--- config.mk ---
export PLATFORM = sky130hd
export DESIGN_NAME = updown_timer_counter
export DESIGN_NICKNAME = d
export VERILOG_FILES = /design/src/rtl/updown_timer_counter.sv
export SDC_FILE = /design/constraint.sdc
export NUM_CORES = 1
export LEC_CHECK = 0
export CAP_MARGIN = 20
export CORE_MARGIN = 10
export CORE_UTILIZATION = 52
export DETAILED_ROUTE_END_ITERATION = 8
export MAX_ROUTING_LAYER = met4
export PLACE_DENSITY = 0.79
export SKIP_CTS_REPAIR_TIMING = 1
export SYNTH_ARGS = -nofsm -noshare
export SYNTH_HDL_FRONTEND = slang
export SYNTH_SLANG_ARGS = --single-unit
--- constraint.sdc ---
create_clock -name clk -period 2.7 [get_ports clk]
set_input_delay 0.27 -clock clk [delete_from_list [all_inputs] [get_ports clk]]
set_output_delay 0.27 -clock clk [all_outputs]
set_load 0.05 [all_outputs]
--- src/rtl/updown_timer_counter.sv ---
// Up/down timer/event counter with wrap, hold and auto-reload terminal modes.
// Keeps a reload register, a registered terminal-count pulse and a hold-mode done flag.
//
// state | meaning
// RUN   | counting allowed, done=0
// DONE  | parked at terminal in hold mode, done=1 until load_en
module updown_timer_counter #(
  parameter int WIDTH = 9
) (
  input  logic             clk,
  input  logic             rst_n,
  input  logic             en,
  input  logic             load_en,
  input  logic [WIDTH-1:0] data,
  input  logic             dir,
  input  logic [1:0]       mode,
  output logic [WIDTH-1:0] count,
  output logic             tc,
  output logic             done
);

  localparam logic RUN  = 1'b0;
  localparam logic DONE = 1'b1;

  localparam logic [1:0] MODE_WRAP   = 2'b00;
  localparam logic [1:0] MODE_RELOAD = 2'b10;

  localparam logic [WIDTH-1:0] ONE = {{(WIDTH-1){1'b0}}, 1'b1};

  logic [WIDTH-1:0] count_q, count_d;
  logic [WIDTH-1:0] reload_q, reload_d;
  logic             tc_q, tc_d;
  logic             state_q, state_d;

  logic [WIDTH-1:0] term;
  logic [WIDTH-1:0] stepped;
  logic             at_term;
  logic             step;

  assign term    = dir ? {WIDTH{1'b1}} : {WIDTH{1'b0}};
  assign at_term = (count_q == term);
  assign stepped = dir ? (count_q + ONE) : (count_q - ONE);
  assign step    = en & ~load_en & (state_q == RUN);

  always_comb begin
    count_d  = count_q;
    reload_d = reload_q;
    tc_d     = 1'b0;
    state_d  = state_q;
    if (load_en) begin
      count_d  = data;
      reload_d = data;
      state_d  = RUN;
    end else if (step) begin
      if (!at_term) begin
        count_d = stepped;
        tc_d    = (stepped == term);
      end else begin
        case (mode)
          MODE_WRAP: begin
            // Leaving the terminal by a modular step can never land back on it.
            count_d = stepped;
          end
          MODE_RELOAD: begin
            count_d = reload_q;
            tc_d    = (reload_q == term);
          end
          default: begin
            state_d = DONE;
          end
        endcase
      end
    end
  end

  always_ff @(posedge clk or negedge rst_n) begin
    if (!rst_n) begin
      count_q  <= '0;
      reload_q <= '0;
      tc_q     <= 1'b0;
      state_q  <= RUN;
    end else begin
      count_q  <= count_d;
      reload_q <= reload_d;
      tc_q     <= tc_d;
      state_q  <= state_d;
    end
  end

  assign count = count_q;
  assign tc    = tc_q;
  assign done  = (state_q == DONE);

endmodule
# == Word level (Yosys, flattened, before mapping) ==
# Cells that the tools add are included.
# op_classes
addsub,2
n_eq_ne,6
n_mux,14
bitwise_logic,4
n_reduce_logical,6
# ops
operator,count
two-way mux 9 bit,5
== test 9 bit,3
one-hot mux 9 bit (2 select lines),1
adder 9 x 1 -> 9 bit (second input constant),1
subtractor 9 x 1 -> 9 bit (second input constant),1
two-way mux 1 bit,8
inequality test 4 x 2 -> 1 bit (second input constant),1
nonzero test 2 bit,2
AND reduction 3 bit,1
AND 1 bit,2
== test 2 bit (second input constant),1
logical NOT 2 bit,1
inequality test 2 x 1 -> 1 bit (second input constant),1
NOT 1 bit,2
AND reduction 2 bit,1
OR reduction 2 bit,1
# word_totals
register_bits,20
in_bits,16
out_inout_bits,11
wordCells,36

# == Depth between registers and ports, before layout ==
# logic_depth
depth_word,6
mapped_depth,11
mapped_depth_nobuf,9

# == Least setup slack after synthesis ==
# Ideal clock, no wire load.
# synth_path
kind,register to register
from,"register count_q[0], in the netlist count[0]"
to,"register tc_q, in the netlist tc"
setup_time_ps,83
arrival_time_ps,2279
t_required_ps,2617
slack_ps,338
stages_incl_launch_ff,9
path_buffers,0
period_less_slack_ps,2362
path_cell_list,dfrtp_1 -> fa_1 -> a21o_1 -> a21oi_1 -> xnor2_1 -> or3_1 -> nor4_1 -> a31oi_1 -> o21ai_0
# synth_between
elab_chain_cells,6
elab_cells_between_ends,8
classes_between,2 x add/sub; 2 x eq/ne; 4 x mux
# synth_lines
item,line_no,text
start: declaration,30,"logic [WIDTH-1:0] count_q, count_d;"
start signal: assignment,83,count_q <= count_d;
subtractor 9 x 1 -> 9 bit or adder 9 x 1 -> 9 bit (tied branches),42,assign stepped = dir ? (count_q + ONE) : (count_q - ONE);
two-way mux 9 bit,42,
== test 9 bit,57,tc_d = (stepped == term);
two-way mux 1 bit (*),55,if (!at_term) begin
two-way mux 1 bit (*),54,end else if (step) begin
two-way mux 1 bit (*),50,if (load_en) begin
named net tc_d,32,"logic tc_q, tc_d;"
end signal: assignment,85,tc_q <= tc_d;
end: declaration,32,
# Mark *: on every way through the listed nets, which the timed path passes. The rest lies on a longest branch.
# A chain may end at the register's enable or synchronous reset.

# == Worst setup path in the final report ==
# layout_path
from,input dir
to,"register tc_q, in the netlist tc"
# layout_between
elab_chain_cells,6
elab_cells_between_ends,9
classes_between,3 x eq/ne; 6 x mux
# layout_lines
item,line_no,text
start: declaration,15,"input logic dir,"
two-way mux 9 bit,40,assign term = dir ? {WIDTH{1'b1}} : {WIDTH{1'b0}};
== test 9 bit,66,tc_d = (reload_q == term);
two-way mux 1 bit,59,case (mode)
two-way mux 1 bit (*),55,
two-way mux 1 bit (*),54,
two-way mux 1 bit (*),50,
named net tc_d,32,
# Marks and branches as above.

==> results.json <==
{
  "startpoint_type": "input pin",
  "cp.required_ps": 2950,
  "antenna_found_initial": 0,
  "synthArstFlopShare": 1.00,
  "grt_pass1_wl_um": 6310,
  "root_buffer": "clkbuf_4",
  "skew_ps": 0.667,
  "final.setup.tns_ps": 0,
  "core_area_um2": 2540,
  "drt_iter0_markers": 111,
  "ant_nets": 0,
  "yosys_warnings": 0,
  "gr-usage-met1": 0.180,
  "globalRouteMet3Util": 0.0231,
  "power_mw": 1.70,
  "top_level_ports": 27,
  "numCtsBuffers": 3,
  "timing.rr.start": "count[0]$_DFFE_PN0P_",
  "htree_num_levels": 1,
  "grt_usage": 0.151,
  "maxCapViolCount": 0,
  "finalCriticalPeriod_ps": 2630,
  "timing.final.ws_setup_ps": 71.2,
  "clock_latency_ps": 310,
  "cts.clk_slew.worst_paths_ps": 110,
  "synth-edff-count": 0,
  "critPathArrivalTime_ps": 2880,
  "die_w_um": 72.4,
  "hold_violations": 0,
  "path_max_fanout": 4,
  "min_path_type": "input pin to asynchronous set/reset pin",
  "post_drt_wl_per_cell_um": 17.0,
  "clockBufferDepth": 2,
  "max_slew_margin": 0.408,
  "synth_flop_cell": "dfrtp_1",
  "rows": 18,
  "clock-sinks": 20,
  "r2r_setup_slack_ps": 350,
  "via_count": 1320,
  "setup_viol": 0,
  "fin_crit_sh": 0.974,
  "drive_gt1_frac": 0.221,
  "via_per_inst": 5.76,
  "synth_cells": 152,
  "cellLeakagePower_nw": 0.844,
  "worst_pin_slew_ps": 886,
  "grt_pass1_vias": 1332,
  "syn_avg_cell_area_um2": 9.38,
  "grt_start_max_net_pins": 21,
  "antenna_cells": 0,
  "postLayoutCoreUtil": 0.758,
  "path_class": "input pin to flip-flop",
  "endpoint_kind": "flip-flop",
  "drv_slew": 0,
  "synth_nets": 176,
  "top_usage_layer": "met2",
  "tritoncts": "yes",
  "seq_area_frac_synth": 0.351,
  "start_util": 0.560,
  "portBuffers": 26,
  "dpl.hpwl_um": 3040,
  "drt-total-wl_um": 3890,
  "fin_hold_ws_ps": 444,
  "syn-cell-area_um2": 1430,
  "route.detailed.drc": 0,
  "p_per_area_nw_per_um2": 881,
  "timing.fmax_ghz": 0.380,
  "die_h_um": 72.4,
  "drtPass1Iterations": 4,
  "synthToLayoutAreaGrowth_pct": 35.2,
  "grt_util_met2": 0.250,
  "startpoint": "dir",
  "dieArea_um2": 5240,
  "rsz0062_at_grt": "true",
  "fin_nets": 224,
  "ir_drop_mv": 0.663,
  "synth_cell_type_count": 41,
  "overflow": 0,
  "ys_seq_elements": 20,
  "status": "complete, no violations",
  "gp_congestion": 0.916,
  "pre_cts_slack_ps": -200
}
==> worst paths after layout <==
kind | end | cells past startpoint
worst max-delay path | tc$_DFF_PN0_ | 11
worst min-delay path | count[5]$_DFFE_PN0P_ | 1
worst max register to register | tc$_DFF_PN0_ | 8
worst min register to register | count[2]$_DFFE_PN0P_ | 1
max in group asynchronous | reload_q[6]$_DFFE_PN0P_ | 1
min in group clk | reload_q[8]$_DFFE_PN0P_ | 3
==> cell families after synthesis <==
family / after synthesis / synth area share
adders and majority gates: 8 / 0.0754
muxes: 15 / 0.111
DFF: 20 / 0.351
xor gates and xnor gates: 7 / 0.0430
and+or+nand+nor: 38 / 0.147
buffers and inverters: 19 / 0.0667
AOI/OAI and AO/OA: 45 / 0.205
==> layout by cell type, fill, tap and decap left out, types with 2 or more instances in the layout <==
cell / n
clkdlybuf4s50_1: 26
a21o_1: 3
mux2_2: 7
dfrtp_1: 20
buf_4: 22
o211ai_1: 2
inv_1: 12
o21a_1: 4
clkbuf_4: 3
nand2_1: 10
nor2_1: 4
mux2i_1: 8
nand3_1: 4
and3_1: 2
a211oi_1: 2
o22ai_1: 2
ha_1: 6
nor4_1: 3
nand4_1: 4
or3_1: 2
o21ai_0: 16
xnor2_1: 6
a21oi_1: 7
==> Yosys cell counts (4+ instances only) <==
cell type	count	area (µm²)
dfrtp_1	20	500
o21ai_0	17	85.1
inv_1	13	48.8
nand2_1	10	37.5
mux2i_1	8	80.1
a21oi_1	7	35.0
ha_1	7	87.6
mux2_2	7	78.8
xnor2_1	6	52.6
nand3_1	4	20.0
nand4_1	4	25.0
nor2_1	4	15.0
nor4_1	4	25.0
o21a_1	4	30.0
==> through the flow <==
step	cells	cell area, µm²
after CTS	226	1860
final	229	1930
after floorplan	152	1430
after detailed placement	222	1830
after global routing	229	1930
after global placement	222	1830
==> report_power, final <==
| group | internal, mW | switching (mW) |
|---|---|---|
| sequential | 0.357 | 0.0730 |
| clock | 0.0825 | 0.0980 |
| combinational | 0.502 | 0.585 |
==> worst max-delay path, cell delays in order <==
cell             delay [ps]
clkdlybuf4s50_1         530
clkinvlp_4              110
buf_4                   160
fa_1                    480
a211oi_1                280
o21bai_1                140
a21oi_1                 200
xnor2_1                 220
and4_2                  270
a31oi_1                  90
o21ai_1                 140
==> layout make-up <==
| type | instances | area (µm²) |
|---|---|---|
| multi-input combinational | 113 | 871 |
| fill | 187 | 617 |
| sequential | 20 | 500 |
| timing repair buffer | 49 | 430 |
| inverter | 13 | 52.6 |
| tap | 30 | 37.5 |
| clock buffer | 4 | 36.3 |
==> flip-flops by register name, summed over array words and instances, names as in the netlist <==
name and count:
count 9, reload_q 9, done 1, tc 1
==> routing by layer <==
| layer | routed length (µm) | vias up |
|---|---|---|
| li1 | - | 651 |
| met1 | 1750 | 634 |
| met2 | 1920 | 28 |
| met3 | 134 | 7 |
| met4 | 77 | 0 |
| met5 | 0 | - |
Power figures use the tool's default switching activity.
